--- src/rtl/inbuf_pkg.sv ---
// Shared definitions for the input conditioning front end.
//   - DEF_* : default synchroniser depth, debounce length and counter width
//   - merge_st_e : merge FSM state encoding
package inbuf_pkg;
    localparam int DEF_SYNC_STAGES = 2;
    localparam int DEF_DEB_CYCLES  = 4;
    localparam int DEF_CNT_W       = 3;

    typedef enum logic [1:0] {
        ST_IDLE = 2'b00,
        ST_OWN1 = 2'b01,
        ST_OWN2 = 2'b10
    } merge_st_e;
endpackage

--- src/rtl/inbuf_debounce.sv ---
// One input channel: SYNC_STAGES-deep synchroniser followed by a debounce
// counter that accepts a new level only after it has persisted for
// DEB_CYCLES consecutive synchronised cycles.
// Build option: INBUF_DEBOUNCE_EN defined builds the counter; undefined
// passes the synchroniser output straight through (busy tied low).
// Ports:
//   clk, rst_n : clock, async active-low reset
//   in         : raw asynchronous input
//   deb        : clean level
//   busy       : a debounce count is in progress
module inbuf_debounce
    import inbuf_pkg::*;
#(
    parameter int SYNC_STAGES = DEF_SYNC_STAGES,
    parameter int DEB_CYCLES  = DEF_DEB_CYCLES,
    parameter int CNT_W       = DEF_CNT_W
) (
    input  logic clk,
    input  logic rst_n,
    input  logic in,
    output logic deb,
    output logic busy
);

    if (SYNC_STAGES < 2 || DEB_CYCLES < 1 || (1 << CNT_W) <= DEB_CYCLES) begin : g_param_chk
        $error("inbuf_debounce: illegal SYNC_STAGES/DEB_CYCLES/CNT_W");
    end

    logic [SYNC_STAGES-1:0] sync_q;
    logic                   syn;

    always_ff @(posedge clk or negedge rst_n) begin
        if (!rst_n) sync_q <= '0;
        else        sync_q <= {sync_q[SYNC_STAGES-2:0], in};
    end

    assign syn = sync_q[SYNC_STAGES-1];

`ifdef INBUF_DEBOUNCE_EN
    logic             deb_q, deb_d;
    logic [CNT_W-1:0] cnt_q, cnt_d;

    // Counter runs only while syn disagrees with the accepted level; any
    // return to agreement drops it back to 0, so short glitches vanish.
    always_comb begin
        deb_d = deb_q;
        cnt_d = '0;
        if (syn != deb_q) begin
            if (cnt_q >= CNT_W'(DEB_CYCLES - 1)) deb_d = syn;
            else                                 cnt_d = cnt_q + 1'b1;
        end
    end

    always_ff @(posedge clk or negedge rst_n) begin
        if (!rst_n) begin
            deb_q <= 1'b0;
            cnt_q <= '0;
        end else begin
            deb_q <= deb_d;
            cnt_q <= cnt_d;
        end
    end

    assign deb  = deb_q;
    assign busy = |cnt_q;
`else
    assign deb  = syn;
    assign busy = 1'b0;
`endif

endmodule

--- src/rtl/inbuf_debounce_merge.sv ---
// Input conditioning front end: two noisy asynchronous inputs are each
// synchronised and debounced, then merged into one registered level.
// An ownership FSM guarantees exactly one channel drives the merged level;
// handover between channels never shows a 0 cycle on out.
// Build option: INBUF_DEBOUNCE_EN enables the debounce counters.
// Ports:
//   clk, rst_n : clock, async active-low reset
//   in1, in2   : raw asynchronous inputs
//   out        : merged level (registered)
//   owner      : 0 = channel 1 owns out, 1 = channel 2 (registered)
//   stable     : no debounce count pending on either channel
module inbuf_debounce_merge
    import inbuf_pkg::*;
#(
    parameter int SYNC_STAGES = DEF_SYNC_STAGES,
    parameter int DEB_CYCLES  = DEF_DEB_CYCLES,
    parameter int CNT_W       = DEF_CNT_W
) (
    input  logic clk,
    input  logic rst_n,
    input  logic in1,
    input  logic in2,
    output logic out,
    output logic owner,
    output logic stable
);

    logic      deb1, deb2, busy1, busy2;
    merge_st_e state_q, state_d;
    logic      out_q, owner_q;

    inbuf_debounce #(.SYNC_STAGES(SYNC_STAGES), .DEB_CYCLES(DEB_CYCLES), .CNT_W(CNT_W)) u_ch1 (
        .clk(clk), .rst_n(rst_n), .in(in1), .deb(deb1), .busy(busy1)
    );

    inbuf_debounce #(.SYNC_STAGES(SYNC_STAGES), .DEB_CYCLES(DEB_CYCLES), .CNT_W(CNT_W)) u_ch2 (
        .clk(clk), .rst_n(rst_n), .in(in2), .deb(deb2), .busy(busy2)
    );

    // Owner keeps the net while its level holds; on release the other
    // channel takes over directly if it is already high (channel 1 wins ties
    // from IDLE).
    always_comb begin
        state_d = state_q;
        case (state_q)
            ST_IDLE: begin
                if (deb1)      state_d = ST_OWN1;
                else if (deb2) state_d = ST_OWN2;
            end
            ST_OWN1: begin
                if (!deb1) state_d = deb2 ? ST_OWN2 : ST_IDLE;
            end
            ST_OWN2: begin
                if (!deb2) state_d = deb1 ? ST_OWN1 : ST_IDLE;
            end
            default: state_d = ST_IDLE;
        endcase
    end

    // Outputs are registered alongside the state so they change on the same
    // edge as the ownership decision.
    always_ff @(posedge clk or negedge rst_n) begin
        if (!rst_n) begin
            state_q <= ST_IDLE;
            out_q   <= 1'b0;
            owner_q <= 1'b0;
        end else begin
            state_q <= state_d;
            out_q   <= (state_d != ST_IDLE);
            owner_q <= (state_d == ST_OWN2);
        end
    end

    assign out    = out_q;
    assign owner  = owner_q;
    assign stable = ~(busy1 | busy2);

endmodule

--- config.mk ---
export PLATFORM = sky130hd
export DESIGN_NAME = inbuf_debounce_merge
export DESIGN_NICKNAME = d
export VERILOG_FILES = /design/src/rtl/inbuf_pkg.sv /design/src/rtl/inbuf_debounce.sv /design/src/rtl/inbuf_debounce_merge.sv
export SDC_FILE = /design/constraint.sdc
export NUM_CORES = 1
export LEC_CHECK = 0
export CAP_MARGIN = 20
export CORE_AREA = 2 2 39 41
export CTS_CLUSTER_SIZE = 12
export DETAILED_ROUTE_END_ITERATION = 12
export DIE_AREA = 0 0 41 43
export SLEW_MARGIN = 20
export SYNTH_ARGS = -nofsm -noshare
export SYNTH_HDL_FRONTEND = slang
export SYNTH_HIERARCHICAL = 1
export SYNTH_SLANG_ARGS = --single-unit
--- constraint.sdc ---
create_clock -name clk -period 1.55 [get_ports clk]
set_input_delay 0.155 -clock clk [delete_from_list [all_inputs] [get_ports clk]]
set_output_delay 0.155 -clock clk [all_outputs]
set_load 0.03 [all_outputs]
; ---- After elaboration in Yosys (flattened, before gate mapping)
; Cells that the tools add are included.
[op_classes]
n_eq_ne = 3
n_mux = 7
n_reduce_logical = 2
[ops]
columns = op, count
row1 = $mux 2, 5
row2 = $pmux 2 s3, 1
row3 = $eq 2x2->1 const B, 2
row4 = $eq 2x1->1 const B, 1
row5 = $logic_not 2->1, 1
row6 = $reduce_bool 2->1, 1
row7 = $mux 1, 1
[word_totals]
input_bits = 4
register_bits = 8
wordCells = 17

; ---- Longest topological paths before layout
[logic_depth]
word_depth = 4
mapped_depth = 2

; ---- Modules after synthesis
; The synthesis kept the hierarchy.
[modules_own_cells]
columns = mod, cells_per_inst, area_per_inst_um2, seq_area_each_um2, n_inst
row1 = inbuf_debounce_merge, 12, 145.1, 100.1, 1
row2 = inbuf_debounce, 4, 61.3, 50.0, 2

; ---- Least setup slack after synthesis
; No wires, ideal clock.
[synth_path]
path_type = reg-to-reg
start = reg state_q[1]
end = reg owner_q, in the netlist owner
t_arrival_ps = 642
path_stages_with_launch = 3
path_slack_ps = 788
path_buffers = 0
period_less_slack_ps = 762
setup_ps = 120
path_cell_list = dfrtp_1 nand2b_1 and3_1
[synth_between]
elab_chain_cells = 4
word_cells_on_any_way = 9
cone_classes = eq/ne: 3 / mux: 5 / reduce/logical: 1
[synth_lines]
columns = element, line
row1 = "start, declared", inbuf_debounce_merge.sv:29  ; merge_st_e state_q, state_d;
row2 = "start signal, assigned", inbuf_debounce_merge.sv:68  ; state_q <= state_d;
row3 = $mux 2, inbuf_debounce_merge.sv:48  ; else if (deb2) state_d = ST_OWN2;
row4 = $mux 2, inbuf_debounce_merge.sv:47  ; if (deb1) state_d = ST_OWN1;
row5 = $pmux 2 s3 *, inbuf_debounce_merge.sv:45  ; case (state_q)
row6 = $eq 2x2->1 *, inbuf_debounce_merge.sv:70  ; owner_q <= (state_d == ST_OWN2);
row7 = "end signal, assigned", inbuf_debounce_merge.sv:70
row8 = "end, declared", inbuf_debounce_merge.sv:30  ; logic out_q, owner_q;
; Mark *: on every way between the ends. The rest lies on a longest branch, timed or not.

; ---- Worst setup path in the final report
[layout_path]
start = reg out_q, in the netlist out
end = out out
[layout_lines]
columns = element, line
row1 = "start, declared", inbuf_debounce_merge.sv:30
row2 = "start signal, assigned", inbuf_debounce_merge.sv:69  ; out_q <= (state_d != ST_IDLE);
row3 = "end, declared", inbuf_debounce_merge.sv:23  ; output logic out,
; No word-level cell between the ends.

==> flow_metrics.tcl <==
set metrics [dict create \
    syn_to_final_growth_pct 29.0 \
    grt_max_degree 9 \
    antenna_left 0 \
    clockBufferDepth 2 \
    period_needed_ns 1.38 \
    worstSkewPairLatency_ns 0.25 \
    synth.distinct_cells 10 \
    ys_seq_area_frac 0.748 \
    cts_tree "built" \
    grtUsageTotal 0.0651 \
    regArea_sq_um 200 \
    wl_met3_um 42 \
    globalplace.congestion 0.540 \
    routed_wl_um 355 \
    maxCapViolCount 0 \
    avgViaCountPerCell 3.50 \
    crit_family "buffers and inverters" \
    clkSinkCount 8 \
    post-route-period-util 0.892 \
    grt_pass1_wl_um 614 \
    ys_top_cells_by_area "dfrtp_1, buf_4, and3_1, conb_1, o21a_1" \
    setup_viol 0 \
    cts_hold_buf 0 \
    ff2ff_path_depth 2 \
    cts.clk_slew.worst_paths_ns 0.05 \
    cp_slowest_cell "clkdlybuf4s50_1" \
    slowest_delay_ns 0.66 \
    num-nets-final 32 \
    rsz0062_at_grt "false" \
    nFillCells 133 \
    die-width_um 41 \
    synth-edff-count 0 \
    fmax_mhz 723 \
    drcViolationCount 0 \
    skew_ns 0.00617 \
    n_antenna_cell 0 \
    peakVddDrop_uv 364 \
    yosysTopAreaCell "dfrtp_1" \
    initial_utilization 0.193 \
    r2r_setup_slack_ns 0.73 \
    yosys.area.top_type_share 0.748 \
    wl_met2_um 173 \
    syn_area_per_cell_sq_um 13.4 \
    critPathBufInv 1 \
    synth.most_common_cell "dfrtp_1" \
    hold_class "in -> async" \
    ys_top_cells_by_count "dfrtp_1, and3_1, buf_4, conb_1" \
    path_class "reg -> out" \
    port_buffers 5 \
    post_cts_buffers 0 \
    synthesis.area_sq_um 268 \
    hpwl_um 265 \
    whs_ns 0.176 \
    worstPathArrival_ns 1.23 \
    root_buffer "clkbuf_4" \
    yosysWarnings 6 \
    htree_num_levels 1 \
    num_rows 14 \
    ios 7 \
    multi_input_comb_area_sq_um 52.6 \
    layout-drive-gt1-share 0.115 \
    leakage_nw 0.154 \
    top_layer_used "met3" \
    status "completed" \
    r2r-start "state_q[1]" \
    ys_ff_latch 8 \
    worstSetupEndpointType "output pin" \
    core_sq_um 1380 \
    start_kind "flop" \
    die_h_um 43 \
    synth_ff_type "dfrtp_1" \
    hold_viol_final 0 \
    cts_resized 0 \
    vias 147 \
    powerDensity_nw_per_um2 1240 \
    critPathRequiredTime_ns 1.39 \
    crit_fanout 1 \
    cts_buffers 3 \
    r2r_end "owner" \
    met1_length_um 139 \
    report.final.slew_viol_count 0 \
    first_global_vias 142 \
    antenna_found_initial 0 \
    wl_per_cell_um 8.45 \
    drtPass1Iterations 2 \
    syn_nets 24 \
    dieArea_sq_um 1760 \
    worstPathCellList "clkdlybuf4s50_1" \
    synthArstFlopShare 1.00 \
    drtIter0Drc 1 \
    syn-instance-count 20 \
    final.setup.tns_ns 0 \
    grt_overflow 0 \
]
routing by layer:
metal,track usage,up-vias
met3,0.0838,0
met1,0.0537,70
met5,0,-
li1,-,71
met2,0.0719,6
met4,0.0600,0
worst max-delay path by stage:
stage | slack [ns] | depth (start not counted) | from | end
2_1_floorplan | 0.79 | 2 | state_q[1] | owner
4_1_cts | 0.14 | 1 | owner | owner
3_5_place_dp | 0.42 | 1 | owner | owner
5_1_grt | 0.10 | 1 | out | out
3_3_place_gp | 0.44 | 1 | out | out
6_report | 0.17 | 1 | out | out
metrics by stage:
step,setup slack (ns),utilization,power [mW],std cells,cell area [sq um]
finish,0.167,0.250,0.426,42,345
global route,0.103,0.250,0.462,42,345
CTS,0.142,0.250,0.439,42,345
detailed placement,0.424,0.233,0.276,39,323
global placement,0.439,0.233,0.272,39,323
floorplan,0.788,-,0.256,20,268
cells by family after synthesis:
kind of cell    share of synthesized area
flops                               0.748
simple gates                        0.121
compound gates                     0.0467
buf+inv                            0.0561
other cells                        0.0280
state kept, by name (all words and copies together), names as in the netlist:
register / flops
u_ch2/sync_q: 2
out: 1
state_q: 2
owner: 1
u_ch1/sync_q: 2
where the power goes:
group / internal, mW / total [mW] / switching [mW]
Clock: 0.0883 / 0.155 / 0.0668
Sequential: 0.223 / 0.229 / 0.00585
Combinational: 0.0201 / 0.0427 / 0.0226
cells in the final DEF, fill, tap and decap left out:
| master | count |
|---|---|
| dfrtp_1 | 8 |
| clkdlybuf4s50_1 | 5 |
| clkbuf_4 | 3 |
| and3_1 | 2 |
| conb_1 | 2 |
| nand2b_1 | 1 |
| nand2_1 | 1 |
| o21ai_0 | 1 |
| and2_1 | 1 |
| nor2_1 | 1 |
| o21a_1 | 1 |
layout make-up:
type,instances,share of cell area
multi-input combinational,10,0.152
clock buffer,3,0.0652
sequential,8,0.580
timing repair buffer,5,0.145
tap,16,0.0580
(Power assumes the default switching activity.)
